## config.mk

```make
export PLATFORM = sky130hd
export DESIGN_NAME = pipeline_ir_chain
export DESIGN_NICKNAME = d
export VERILOG_FILES = /design/src/rtl/pipeline_ir_chain.sv
export SDC_FILE = /design/constraint.sdc
export NUM_CORES = 1
export LEC_CHECK = 0
export ABC_AREA = 1
export CAP_MARGIN = 20
export CORE_MARGIN = 2
export CORE_UTILIZATION = 35
export CTS_BUF_LIST = sky130_fd_sc_hd__clkbuf_8
export CTS_CLUSTER_DIAMETER = 50
export CTS_CLUSTER_SIZE = 8
export DETAILED_ROUTE_END_ITERATION = 10
export GPL_TIMING_DRIVEN = 0
export PLACE_DENSITY = 0.6
export SLEW_MARGIN = 10
export SYNTH_ARGS = -nofsm -noshare
export SYNTH_HDL_FRONTEND = slang
export SYNTH_SLANG_ARGS = --single-unit
```

## constraint.sdc

```tcl
create_clock -name clk -period 1.91 [get_ports clk]
set_input_delay 0.191 -clock clk [delete_from_list [all_inputs] [get_ports clk]]
set_output_delay 0.191 -clock clk [all_outputs]
set_load 0.03 [all_outputs]
```

## src/rtl/pipeline_ir_chain.sv

```systemverilog
// pipeline_ir_chain
// Instruction/PC register chain for a five-stage pipeline (IF -> DEC -> EXE ->
// MEM -> WB) with load-use and decode-resolve hazard detection, fetch flush
// and a global memory freeze.
//
// Ports
//   clk        rising-edge clock
//   rst_n      asynchronous active-low reset
//   IF_IR      instruction from fetch
//   IF_PC      PC of IF_IR
//   CLEAR      taken branch/jump resolved in decode; flushes the fetched slot
//   MEM_BUSY   data memory not ready; freezes every stage
//   DEC_IR..WB_IR, DEC_PC..WB_PC   registered stage instruction/PC
//   PC_WRITE   fetch may advance (combinational)
//   HAZ_STALL  hazard stall indication (combinational)
//   STALL_CNT  saturating count of stall/freeze cycles

module pipeline_ir_chain #(
    parameter logic [31:0] NOP = 32'h00000013
) (
    input  logic        clk,
    input  logic        rst_n,
    input  logic [31:0] IF_IR,
    input  logic [31:0] IF_PC,
    input  logic        CLEAR,
    input  logic        MEM_BUSY,
    output logic [31:0] DEC_IR,
    output logic [31:0] EXE_IR,
    output logic [31:0] MEM_IR,
    output logic [31:0] WB_IR,
    output logic [31:0] DEC_PC,
    output logic [31:0] EXE_PC,
    output logic [31:0] MEM_PC,
    output logic [31:0] WB_PC,
    output logic        PC_WRITE,
    output logic        HAZ_STALL,
    output logic [15:0] STALL_CNT
);

    localparam logic [6:0] OPC_LUI    = 7'b0110111;
    localparam logic [6:0] OPC_AUIPC  = 7'b0010111;
    localparam logic [6:0] OPC_JAL    = 7'b1101111;
    localparam logic [6:0] OPC_JALR   = 7'b1100111;
    localparam logic [6:0] OPC_BRANCH = 7'b1100011;
    localparam logic [6:0] OPC_LOAD   = 7'b0000011;
    localparam logic [6:0] OPC_STORE  = 7'b0100011;
    localparam logic [6:0] OPC_OP_IMM = 7'b0010011;
    localparam logic [6:0] OPC_OP     = 7'b0110011;
    localparam logic [6:0] OPC_SYSTEM = 7'b1110011;

    function automatic logic is_writer(input logic [31:0] ir);
        logic [6:0] opc;
        opc = ir[6:0];
        return (opc == OPC_LUI) || (opc == OPC_AUIPC) || (opc == OPC_JAL) ||
               (opc == OPC_JALR) || (opc == OPC_OP_IMM) || (opc == OPC_OP) ||
               (opc == OPC_LOAD) || ((opc == OPC_SYSTEM) && (ir[14:12] != 3'd0));
    endfunction

    function automatic logic uses_rs1(input logic [31:0] ir);
        logic [6:0] opc;
        opc = ir[6:0];
        return (opc == OPC_JALR) || (opc == OPC_BRANCH) || (opc == OPC_LOAD) ||
               (opc == OPC_STORE) || (opc == OPC_OP_IMM) || (opc == OPC_OP) ||
               ((opc == OPC_SYSTEM) && !ir[14]);
    endfunction

    function automatic logic uses_rs2(input logic [31:0] ir);
        logic [6:0] opc;
        opc = ir[6:0];
        return (opc == OPC_BRANCH) || (opc == OPC_STORE) || (opc == OPC_OP);
    endfunction

    // True when rd of a producer is non-zero and feeds a source the consumer reads.
    function automatic logic rd_hits(input logic [31:0] prod, input logic [31:0] cons);
        logic [4:0] rd;
        rd = prod[11:7];
        return (rd != 5'd0) &&
               ((uses_rs1(cons) && (cons[19:15] == rd)) ||
                (uses_rs2(cons) && (cons[24:20] == rd)));
    endfunction

    logic [31:0] dec_ir_q, exe_ir_q, mem_ir_q, wb_ir_q;
    logic [31:0] dec_pc_q, exe_pc_q, mem_pc_q, wb_pc_q;
    logic [31:0] dec_ir_d, exe_ir_d, mem_ir_d, wb_ir_d;
    logic [31:0] dec_pc_d, exe_pc_d, mem_pc_d, wb_pc_d;
    logic [15:0] stall_cnt_q, stall_cnt_d;

    logic load_use;
    logic dec_resolve;
    logic haz_stall;

    always_comb begin
        load_use    = (exe_ir_q[6:0] == OPC_LOAD) && rd_hits(exe_ir_q, dec_ir_q);
        dec_resolve = 1'b0;
        if ((dec_ir_q[6:0] == OPC_BRANCH) || (dec_ir_q[6:0] == OPC_JALR)) begin
            dec_resolve = (is_writer(exe_ir_q) && rd_hits(exe_ir_q, dec_ir_q)) ||
                          ((mem_ir_q[6:0] == OPC_LOAD) && rd_hits(mem_ir_q, dec_ir_q));
        end
        // A frozen pipeline cannot also stall; the hazard is re-evaluated on release.
        haz_stall = (load_use || dec_resolve) && !MEM_BUSY;
    end

    always_comb begin
        dec_ir_d = dec_ir_q;
        dec_pc_d = dec_pc_q;
        exe_ir_d = exe_ir_q;
        exe_pc_d = exe_pc_q;
        mem_ir_d = mem_ir_q;
        mem_pc_d = mem_pc_q;
        wb_ir_d  = wb_ir_q;
        wb_pc_d  = wb_pc_q;
        if (!MEM_BUSY) begin
            mem_ir_d = exe_ir_q;
            mem_pc_d = exe_pc_q;
            wb_ir_d  = mem_ir_q;
            wb_pc_d  = mem_pc_q;
            if (haz_stall) begin
                // DEC holds; CLEAR is ignored since decode operands are stale.
                exe_ir_d = NOP;
                exe_pc_d = 32'd0;
            end else begin
                exe_ir_d = dec_ir_q;
                exe_pc_d = dec_pc_q;
                if (CLEAR) begin
                    dec_ir_d = NOP;
                    dec_pc_d = 32'd0;
                end else begin
                    dec_ir_d = IF_IR;
                    dec_pc_d = IF_PC;
                end
            end
        end
        stall_cnt_d = stall_cnt_q;
        if ((MEM_BUSY || haz_stall) && (stall_cnt_q != 16'hFFFF)) begin
            stall_cnt_d = stall_cnt_q + 16'd1;
        end
    end

    always_ff @(posedge clk or negedge rst_n) begin
        if (!rst_n) begin
            dec_ir_q    <= NOP;
            exe_ir_q    <= NOP;
            mem_ir_q    <= NOP;
            wb_ir_q     <= NOP;
            dec_pc_q    <= 32'd0;
            exe_pc_q    <= 32'd0;
            mem_pc_q    <= 32'd0;
            wb_pc_q     <= 32'd0;
            stall_cnt_q <= 16'd0;
        end else begin
            dec_ir_q    <= dec_ir_d;
            exe_ir_q    <= exe_ir_d;
            mem_ir_q    <= mem_ir_d;
            wb_ir_q     <= wb_ir_d;
            dec_pc_q    <= dec_pc_d;
            exe_pc_q    <= exe_pc_d;
            mem_pc_q    <= mem_pc_d;
            wb_pc_q     <= wb_pc_d;
            stall_cnt_q <= stall_cnt_d;
        end
    end

    assign DEC_IR    = dec_ir_q;
    assign EXE_IR    = exe_ir_q;
    assign MEM_IR    = mem_ir_q;
    assign WB_IR     = wb_ir_q;
    assign DEC_PC    = dec_pc_q;
    assign EXE_PC    = exe_pc_q;
    assign MEM_PC    = mem_pc_q;
    assign WB_PC     = wb_pc_q;
    assign HAZ_STALL = haz_stall;
    assign PC_WRITE  = !MEM_BUSY && !haz_stall;
    assign STALL_CNT = stall_cnt_q;

endmodule

```

==> metrics <==
status complete, but fails checks; violated checks setup timing; crit-path cells nand2_2, nor2_2, nand2_2, buf_4, nor3_2, nand2_1, nand3_4, buf_12, buf_12, clkinvlp_4, buf_6; cells after synthesis 1248; filler cell count between 2000 and 3000; largest family of logic cells by synthesized area simple AND/OR/NAND/NOR gates; CORE AREA around 0.032 mm^2; Non-Filler Instances 2109; sequential fraction of the synthesis area 0.610; die area 0.0334 mm^2; critical path type flip-flop to output pin; Inst Count DP 1992; CTS Root Cell clkbuf_8; DPL Wire Length 28500 um; share of the synthesized area in the top cell type 0.581; total power 15.5 mW; multiplexer area fraction after synthesis 0; CTS Sinks 272; Max-Cap Viols 0; Total GRT Usage 0.245; Compound-Gate Fraction of Synth Area 0.0994; ranking of synthesized cells by area dfrtp_1 58%, nand2_1 15%, o21ai_0 5.9%; most frequent cells in the layout 425 x nand2_1, 282 x clkdlybuf4s50_1, 259 x dfrtp_1; Slew HR 0.478; setup_tns -59.30 ns; DR iter-0 viols 683; post-synth top area cell dfrtp_1; final hold violation count 0; fin. max-slew vios 0; worst-skew pair later-pin latency roughly 0.54 ns; Area growth syn-to-layout 55.1%; Placer Congestion 0.921; fraction of the mapped netlist area in adder cells 0.00112; drt drc 0; FMAX a little under 400 MHz; Vias/cell roughly 4.8; first-pass detailed-route iteration total 5; via count between 10000 and 15000; CTS tree yes; post-synthesis area per instance 8.97 um^2; Post-Synth XOR/XNOR Area 0.0204; share of cells above drive strength 1 0.136; RSZ-0062 raised after global routing true; Top Ports about 340; WL/cell roughly 19 um; CP endpoint kind output pin; most common cell after layout, fill and taps aside nand2_1; Clock Skew 0.0339 ns; first-pass GRT wire length 62600 um; clock-pin slew of the registers on the worst-case setup and hold paths 0.07 ns; slowest stage delay, CP 0.60 ns; Syn Std Cell Area about 0.011 mm^2; worst ir drop on vdd between 500 and 600 uV; # port buffers between 300 and 400; FF+latch count, synth between 200 and 300; Die H about 180 um; Clock Path Buffers 3; Num CTS Buffers 40; Startpoint Class flip-flop; Cell Pwr Density 896 mW/mm^2; simple-gate portion of the synthesized area 0.187; Die Width 183 um; area of the multi-input gates 0.00379 mm^2; Worst path slowest cell dfstp_2; post-synth cell types 33; antenna violations before repair 2; fin util 0.550; Crit path arrival time 2.37 ns; syn nets about 1300; crit path time final 2.56 ns; final worst-path cycle share 1.34; row count 65; FF/Latch Area a little under 0.007 mm^2; grt total ovfl 0; Tightest Pin Transition 0.782 ns; Hold WC Path Type input port to flip-flop; largest net degree at the start of global routing about 110; WHS between 0.08 and 0.09 ns; final wirelength 40700 um; required time of the critical path 1.72 ns; leakage 8.26 nW; YS warnings 0; Routed Antenna Nets 0; H-tree depth 2; Initial Utilization 0.355; critical path peak fanout 4; Setup violations, final 143; vias in the first global route ~10000; final worst slack -0.651 ns; nets@finish 1760
[worst paths after layout]
check | startpoint | to | slack [ns] | cells past startpoint
setup reg to reg | DEC_IR[4]$_DFFE_PN1P_ | STALL_CNT[13]$_DFFE_PN0P_ | -0.57 | 18
hold / removal | MEM_BUSY | MEM_IR[21]$_DFFE_PN0N_ | 0.08 | 2
hold reg to reg | WB_IR[4]$_DFFE_PN1N_ | WB_IR[4]$_DFFE_PN1N_ | 0.47 | 2
max in group asynchronous | rst_n | MEM_PC[19]$_DFFE_PN0N_ | 0.64 | 3
min in group asynchronous | rst_n | DEC_IR[6]$_DFFE_PN0P_ | 0.26 | 2
setup / recovery | DEC_IR[0]$_DFFE_PN1P_ | PC_WRITE | -0.65 | 11
[critical path: cells and delay by family (launching register included)]
kind                   cells  cell delay (ns)
DFF                        1             0.60
buffers and inverters      5             0.56
and+or+nand+nor            6             0.66
[Yosys cell counts, drive strengths merged]
cell type and n:
xor2 14, nor2 22, nand2 453, or2 1
nor3 9, xnor2 12, dfstp 12, buf 27
nand3 28, dfrtp 260, inv 150, o21bai 1
nand4 10, a21oi 1, clkbuf 39, o22ai 60
o21ai 142, ha 1, a22oi 1, clkinv 1
a31oi 1, nor4 3
[where the power goes]
part	switching, mW	total (mW)	internal, mW
clock	2.11	4.23	2.12
sequential	0.562	6.94	6.38
combinational	2.60	4.37	1.77
total	5.27	15.5	10.3
[final cells by class]
| cell class | count | share of cell area |
|---|---|---|
| diodes | 2 | 0.000288 |
| plain buffers | 65 | 0.0315 |
| clock buffers | 42 | 0.0333 |
| clock inverters | 14 | 0.00454 |
| inverters | 151 | 0.0329 |
| multi-input cells | 759 | 0.218 |
| flip-flops and latches | 272 | 0.393 |
| well taps | 402 | 0.0290 |
| repair buffers | 402 | 0.257 |
[repair_timing]
item	CTS	global route
buffers inserted	38	4
gates cloned	17	0
hold endpoints to repair	89	0
pin swaps	11	5
resized for setup	234	32
hold buffers	1	0
endpoints found under the setup margin	184	160
[metal layers]
| metal | global-route usage | wire length [um] | up-vias |
|---|---|---|---|
| li1 | - | - | 4818 |
| met3 | 0.0465 | 2620 | 81 |
| met5 | 0 | 0 | - |
| met4 | 0.0842 | 1450 | 0 |
| met2 | 0.405 | 19200 | 350 |
| met1 | 0.326 | 17500 | 4855 |
[stage by stage]
step | worst slack (ns) | instance area (um^2)
2_1_floorplan | -0.0824 | 11200
3_3_place_gp | -11.23 | 15100
3_5_place_dp | -0.947 | 15200
4_1_cts | -0.667 | 17200
5_1_grt | -0.749 | 17400
6_report | -0.651 | 17400
[registers in the layout, indices dropped and copies added, names as in the netlist]
signal     count
EXE_IR        32
WB_PC         32
MEM_PC        32
DEC_IR        32
DEC_PC        32
MEM_IR        32
EXE_PC        32
STALL_CNT     16
WB_IR         32
[logic make-up (layout without fill, tap and decap cells)]
logic type	Yosys count	count (layout)
compound gates	206	206
xor+xnor	26	26
fa+ha+maj	1	1
buf+inv	217	674
flops	272	272
other cells	0	2
simple gates	526	526
(Power assumes the default switching activity.)
